$ cat src/rtl/inst_fetch_if.sv
// -----------------------------------------------------------------------------
// inst_fetch_if
// Instruction memory read port between the fetch stage and instruction memory.
//
// Transfer semantics: there is no ready/stall from memory. Whenever inst_ce is
// high, inst_addr is a valid word-aligned byte address and the memory returns
// the addressed word on inst_data combinationally in the same cycle. When
// inst_ce is low, inst_data is don't-care and is not consumed.
//
// Signals:
//   inst_ce   - read enable (fetch side -> memory)
//   inst_addr - byte address (fetch side -> memory)
//   inst_data - read word (memory -> fetch side)
// Modports:
//   master - fetch stage (drives ce/addr, samples data)
//   slave  - instruction memory (samples ce/addr, drives data)
// -----------------------------------------------------------------------------
interface inst_fetch_if;
  logic        inst_ce;
  logic [31:0] inst_addr;
  logic [31:0] inst_data;

  modport master (
    output inst_ce,
    output inst_addr,
    input  inst_data
  );

  modport slave (
    input  inst_ce,
    input  inst_addr,
    output inst_data
  );
endinterface

$ cat src/rtl/inst_fetch.sv
// -----------------------------------------------------------------------------
// inst_fetch
// Fetch-side initiator for the instruction memory. Owns the PC, drives the
// memory read port and captures the returned word into the IF/ID register.
// Handles stall, ID-stage branch/jump redirect with one delay slot, exception
// flush and misaligned-fetch (AdEL) detection.
//
// Ports:
//   clk, rst_n        - clock (rising edge), asynchronous active-low reset
//   stall             - hold PC and IF/ID this cycle
//   flush, flush_pc   - exception/eret redirect, highest priority
//   branch_taken,
//   branch_target     - ID-stage taken branch/jump and its target
//   imem              - instruction memory port (inst_ce/inst_addr/inst_data)
//   id_pc, id_inst,
//   id_valid, id_adel - IF/ID pipeline register contents
//   dbg_state         - FSM state (0 = IDLE, 1 = RUN)
//   dbg_pend_valid    - a redirect taken during stall is waiting
// -----------------------------------------------------------------------------
module inst_fetch #(
  parameter logic [31:0] RESET_PC = 32'h0000_0000,
  parameter logic [31:0] NOP_WORD = 32'h0000_0000
) (
  input  logic                clk,
  input  logic                rst_n,
  input  logic                stall,
  input  logic                flush,
  input  logic [31:0]         flush_pc,
  input  logic                branch_taken,
  input  logic [31:0]         branch_target,
  inst_fetch_if.master        imem,
  output logic [31:0]         id_pc,
  output logic [31:0]         id_inst,
  output logic                id_valid,
  output logic                id_adel,
  output logic                dbg_state,
  output logic                dbg_pend_valid
);

  typedef enum logic {
    S_IDLE = 1'b0,
    S_RUN  = 1'b1
  } state_t;

  state_t      state_q, state_d;
  logic [31:0] pc_q, pc_d;
  logic [31:0] id_pc_q, id_pc_d;
  logic [31:0] id_inst_q, id_inst_d;
  logic        id_valid_q, id_valid_d;
  logic        id_adel_q, id_adel_d;
  logic        pend_valid_q, pend_valid_d;
  logic [31:0] pend_target_q, pend_target_d;

  logic        pc_aligned;

  assign pc_aligned = (pc_q[1:0] == 2'b00);

  // Misaligned PCs never touch memory; they still flow down the pipe as AdEL.
  assign imem.inst_ce   = (state_q == S_RUN) && pc_aligned;
  assign imem.inst_addr = pc_q;

  assign id_pc          = id_pc_q;
  assign id_inst        = id_inst_q;
  assign id_valid       = id_valid_q;
  assign id_adel        = id_adel_q;
  assign dbg_state      = (state_q == S_RUN);
  assign dbg_pend_valid = pend_valid_q;

  always_ff @(posedge clk or negedge rst_n) begin
    if (!rst_n) begin
      state_q       <= S_IDLE;
      pc_q          <= RESET_PC;
      id_pc_q       <= 32'h0;
      id_inst_q     <= NOP_WORD;
      id_valid_q    <= 1'b0;
      id_adel_q     <= 1'b0;
      pend_valid_q  <= 1'b0;
      pend_target_q <= 32'h0;
    end else begin
      state_q       <= state_d;
      pc_q          <= pc_d;
      id_pc_q       <= id_pc_d;
      id_inst_q     <= id_inst_d;
      id_valid_q    <= id_valid_d;
      id_adel_q     <= id_adel_d;
      pend_valid_q  <= pend_valid_d;
      pend_target_q <= pend_target_d;
    end
  end

  always_comb begin
    state_d       = state_q;
    pc_d          = pc_q;
    id_pc_d       = id_pc_q;
    id_inst_d     = id_inst_q;
    id_valid_d    = id_valid_q;
    id_adel_d     = id_adel_q;
    pend_valid_d  = pend_valid_q;
    pend_target_d = pend_target_q;

    case (state_q)
      // The first edge out of reset only enables memory; pc stays at
      // RESET_PC so that address is the first one fetched.
      S_IDLE: state_d = S_RUN;

      S_RUN: begin
        if (flush) begin
          pc_d         = flush_pc;
          id_valid_d   = 1'b0;
          id_inst_d    = NOP_WORD;
          id_adel_d    = 1'b0;
          pend_valid_d = 1'b0;
        end else if (stall) begin
          // Remember a redirect resolved while frozen; the latest one wins.
          if (branch_taken) begin
            pend_valid_d  = 1'b1;
            pend_target_d = branch_target;
          end
        end else begin
          // The word fetched on a redirect edge is the delay slot: keep it.
          id_pc_d    = pc_q;
          id_inst_d  = pc_aligned ? imem.inst_data : NOP_WORD;
          id_valid_d = 1'b1;
          id_adel_d  = !pc_aligned;
          if (branch_taken) begin
            pc_d         = branch_target;
            pend_valid_d = 1'b0;
          end else if (pend_valid_q) begin
            pc_d         = pend_target_q;
            pend_valid_d = 1'b0;
          end else begin
            pc_d = pc_q + 32'd4;
          end
        end
      end

      default: state_d = S_IDLE;
    endcase
  end

endmodule

$ cat src/flat_wrapper.sv
// flat-port wrapper written by rule: the top's interface ports become plain ports
module inst_fetch_flat 
#(
  parameter logic [31:0] RESET_PC = 32'h0000_0000,
  parameter logic [31:0] NOP_WORD = 32'h0000_0000
)
  (clk, rst_n, stall, flush, flush_pc, branch_taken, branch_target, id_pc, id_inst, id_valid, id_adel, dbg_state, dbg_pend_valid, imem_inst_ce, imem_inst_addr, imem_inst_data);
  inst_fetch_if imem_i ();
  input  logic clk;
  input  logic rst_n;
  input  logic stall;
  input  logic flush;
  input  logic [31:0] flush_pc;
  input  logic branch_taken;
  input  logic [31:0] branch_target;
  output logic [31:0] id_pc;
  output logic [31:0] id_inst;
  output logic id_valid;
  output logic id_adel;
  output logic dbg_state;
  output logic dbg_pend_valid;
  output wire logic [$bits(imem_i.inst_ce)-1:0] imem_inst_ce;
  output wire logic [$bits(imem_i.inst_addr)-1:0] imem_inst_addr;
  input wire logic [$bits(imem_i.inst_data)-1:0] imem_inst_data;
  assign imem_inst_ce = imem_i.inst_ce;
  assign imem_inst_addr = imem_i.inst_addr;
  assign imem_i.inst_data = imem_inst_data;
  inst_fetch #(.RESET_PC(RESET_PC), .NOP_WORD(NOP_WORD)) u_core (.clk(clk), .rst_n(rst_n), .stall(stall), .flush(flush), .flush_pc(flush_pc), .branch_taken(branch_taken), .branch_target(branch_target), .imem(imem_i), .id_pc(id_pc), .id_inst(id_inst), .id_valid(id_valid), .id_adel(id_adel), .dbg_state(dbg_state), .dbg_pend_valid(dbg_pend_valid));
endmodule
$ cat config.mk
export PLATFORM = sky130hd
export DESIGN_NAME = inst_fetch_flat
export DESIGN_NICKNAME = d
export VERILOG_FILES = /design/src/rtl/inst_fetch_if.sv /design/src/rtl/inst_fetch.sv /design/src/flat_wrapper.sv
export SDC_FILE = /design/constraint.sdc
export NUM_CORES = 1
export LEC_CHECK = 0
export BUFFER_PORTS_ARGS = -buffer_cell sky130_fd_sc_hd__buf_2
export CORE_ASPECT_RATIO = 0.9
export CORE_MARGIN = 10
export CORE_UTILIZATION = 51
export CTS_CLUSTER_SIZE = 12
export DETAILED_ROUTE_END_ITERATION = 16
export GPL_ROUTABILITY_DRIVEN = 0
export PLACE_DENSITY_LB_ADDON = 0.25
export SKIP_LAST_GASP = 1
export SLEW_MARGIN = 30
export SYNTH_ARGS = -nofsm -noshare
export SYNTH_HDL_FRONTEND = slang
export SYNTH_SLANG_ARGS = --single-unit
$ cat constraint.sdc
create_clock -name clk -period 2.57 [get_ports clk]
set_input_delay 0.257 -clock clk [delete_from_list [all_inputs] [get_ports clk]]
set_output_delay 0.257 -clock clk [all_outputs]
set_load 0.005 [all_outputs]
==> run metrics <==
Worst EP arrival=2.55 ns; largest driver fanout on the critical path=10; combined buffer and inverter count along the critical path=0; Worst-Skew Late Latency=0.42 ns; setup_tns=0 ns; cell depth of the worst hold path=2; Vias/cell=6.07; highest metal used=met4; DIE WIDTH=138 um; Core Rows=38; average cell area after synthesis=11.0 sq um; antenna violations before repair=1; area of all placed cells without fillers=8120 sq um; share of flip-flops with an asynchronous set or reset after synthesis=100%; height of the chip=126 um; Worst-Margin Slew=0.859 ns; cell area after placement=7550 sq um; setup repair after global routing missed its margin=no; Seq. cell area=3300 sq um; top-level port count=202; leading register cell type out of synthesis=sky130_fd_sc_hd__dfrtp_1; total power=6.37 mW; Worst path max stage delay=0.66 ns; reg-to-reg startpoint=u_core.imem.inst_addr[4]; Tightest Hold Check Type=in -> reg; slowest stage cell on the critical path=sky130_fd_sc_hd__nor4_4; maximum clock insertion buffer count=2; Highest Clock Rate=451 MHz; via count of the first global-routing pass=6070; number of buffers created by CTS=17; required time of the worst setup path=2.91 ns; routed wl met3=2450 um; H-tree Lvls=4; count of vias placed by the detailed router=5739; final hold vios=0; synthesized instance count=577; Relative slew margins=42.5%; TritonCTS clock tree=built; flip-flop and latch count after synthesis=132; clock transition at the registers of the reported paths=0.06 ns; Synth Cell Area=6340 sq um; core box area=12100 sq um; sequential cell area fraction in the yosys report=52.1%; final core utilization=67.0%; Peak supply drop=0.000499 V; final-report setup violation count=0; maximum number of pins on one net before global-route repair=70; run status=completed; number of setup buffers added after CTS=0; Hold Path Origin=imem_inst_data[12]; TritonCTS sink count=132; overflow left after global routing=0; DIE AREA=17300 sq um; Reg2Reg Capture Point=u_core.imem.inst_addr[31]; count of different cell masters after synthesis=57; setup skew after layout=0.00997 ns; CTS Root Cell=sky130_fd_sc_hd__clkbuf_16; type of origin of the critical path=register; fraction of final layout cells with drive strength greater than 1=40.3%; count of yosys warnings during synthesis=0; CP Cell Sequence=nand4_1 > nor4_4 > nand3b_1 > o31a_1 > o22ai_1; number of nets in the layout=876; register-to-register path setup slack=0.35 ns; multi-input combinational cell area=2830 sq um; Detailed Routing Iterations Pass 1=5; initial detailed-routing violation count=628; share of the cycle needed by the critical path after routing=86.3%; Top delay family on crit path=simple AND/OR/NAND/NOR gates; Antenna Nets Post-Route=0; global-route usage over all layers=23.6%; Post-Syn Nets=679; number of buffers inserted by port buffering=201; count of pins over their slew limit=0; fill cell count=981; routed wire length=20300 um; Syn-to-layout area delta=28.1%; WL met1=7890 um; cell count of the worst reg-to-reg path=5; routed len/inst=21.5 um; end of the worst hold path=u_core.id_inst[12]; cell leakage power=3.84 nW; total power per unit cell area=785 nW/um^2; post-detailed-placement half-perimeter wirelength=14700 um; DRC violation count after routing=0; met2 routed WL=9640 um; first-pass GRT wire length=32500 um; Final Critical Period=2.22 ns; number of synthesized flops with an enable pin=0; class of the most critical setup path=reg -> reg; starting density of the core=52.3%; worst-case hold slack=0.0521 ns; kind of end point of the critical path=register; number of violations of the max-capacitance limit=0
## routing by layer
metal  vias to the layer above  global-route usage, %
met4                         0                   8.24
met2                       313                   36.6
met1                      2814                   29.2
li1                       2587                      -
met3                        25                   9.34
met5                         -                      0
## cell type report
class                      instances  share of cell area, %
antenna                            1                 0.0308
inverter                          12                  0.555
clock inverter                     5                  0.925
sequential                       132                   40.7
tap                              160                   2.47
multi-input combinational        392                   34.9
timing repair buffer             219                   14.5
clock buffer                      25                   5.98
## layout by cell type, fill, tap and decap left out, types with 9 or more instances in the layout
cell / count
sky130_fd_sc_hd__mux2_2: 58
sky130_fd_sc_hd__o21ai_0: 41
sky130_fd_sc_hd__a221oi_1: 17
sky130_fd_sc_hd__nor2_1: 31
sky130_fd_sc_hd__a221o_1: 9
sky130_fd_sc_hd__a22o_1: 33
sky130_fd_sc_hd__buf_2: 200
sky130_fd_sc_hd__clkbuf_16: 17
sky130_fd_sc_hd__a21oi_1: 23
sky130_fd_sc_hd__buf_4: 15
sky130_fd_sc_hd__inv_1: 10
sky130_fd_sc_hd__nand4_1: 10
sky130_fd_sc_hd__nand3_1: 21
sky130_fd_sc_hd__dfrtp_1: 132
sky130_fd_sc_hd__nand2_1: 37
## cells in the mapped netlist, types with 4 or more instances
cell                       number  area, sq um
sky130_fd_sc_hd__dfrtp_1      132         3300
sky130_fd_sc_hd__mux2_2        58          653
sky130_fd_sc_hd__o21ai_0       41          205
sky130_fd_sc_hd__nand2_1       39          146
sky130_fd_sc_hd__a22o_1        33          289
sky130_fd_sc_hd__nor2_1        31          116
sky130_fd_sc_hd__clkbuf_1      25         93.8
sky130_fd_sc_hd__a21oi_1       23          115
sky130_fd_sc_hd__nand3_1       21          105
sky130_fd_sc_hd__a221oi_1      17          149
sky130_fd_sc_hd__buf_2         10         50.1
sky130_fd_sc_hd__inv_1         10         37.5
sky130_fd_sc_hd__nand4_1       10         62.6
sky130_fd_sc_hd__a221o_1        9         90.1
sky130_fd_sc_hd__nor3_1         9         45.0
sky130_fd_sc_hd__a31oi_1        8         50.1
sky130_fd_sc_hd__nand2b_1       7         43.8
sky130_fd_sc_hd__a22oi_1        6         45.0
sky130_fd_sc_hd__buf_1          6         22.5
sky130_fd_sc_hd__and4_1         5         43.8
sky130_fd_sc_hd__o31ai_1        5         37.5
sky130_fd_sc_hd__o211ai_1       4         30.0
sky130_fd_sc_hd__o22ai_1        4         25.0
sky130_fd_sc_hd__o31a_1         4         35.0
sky130_fd_sc_hd__xor2_1         4         35.0
## registers in the layout, indices dropped and copies added (netlist names)
name and count:
u_core.pend_target_q 32, u_core.id_inst 32, u_core.dbg_pend_valid 1, u_core.id_adel 1, u_core.id_pc 32, u_core.id_valid 1
u_core.imem.inst_addr 32, u_core.dbg_state 1
## what timing repair did
item	4_1_cts	5_1_grt
gates resized for setup	0	0
hold endpoints to repair	67	0
hold buffers	1	0
## metrics by stage
step	instances	worst slack, ns
after floorplan	577	0.750
after global placement	914	0.523
after detailed placement	914	0.433
after CTS	945	0.404
after global routing	946	0.195
final	946	0.351
## worst reg2reg max path, delay by kind of cell (launching register included)
kind	cells	cell delay, ns
and+or+nand+nor	3	1.17
DFF	1	0.54
AOI/OAI and AO/OA	2	0.43
## kinds of logic after synthesis
logic type	after synthesis	synth area share, %
AOI/OAI and AO/OA	179	20.6
xor gates and xnor gates	7	0.967
adders and majority gates	1	0.197
buffers and inverters	53	3.34
DFF	132	52.1
muxes	60	10.6
other	1	0.0592
and+or+nand+nor	144	12.1
## power breakdown
part	total (mW)	internal (mW)	switching, mW
logic	1.23	0.630	0.600
registers	2.81	2.46	0.343
clock network	2.33	1.49	0.845
## worst max path at each step
stage,start,endpoint,slack [ns],depth (start not counted)
after global placement,u_core.imem.inst_addr[2],u_core.imem.inst_addr[26],0.52,6
after global routing,u_core.imem.inst_addr[2],u_core.imem.inst_addr[28],0.20,6
after floorplan,u_core.imem.inst_addr[2],u_core.imem.inst_addr[26],0.75,6
after detailed placement,u_core.imem.inst_addr[2],u_core.imem.inst_addr[26],0.43,6
after CTS,u_core.imem.inst_addr[2],u_core.imem.inst_addr[26],0.40,6
final,u_core.imem.inst_addr[4],u_core.imem.inst_addr[31],0.35,5
Note: power is estimated with default switching activity, not from simulation.
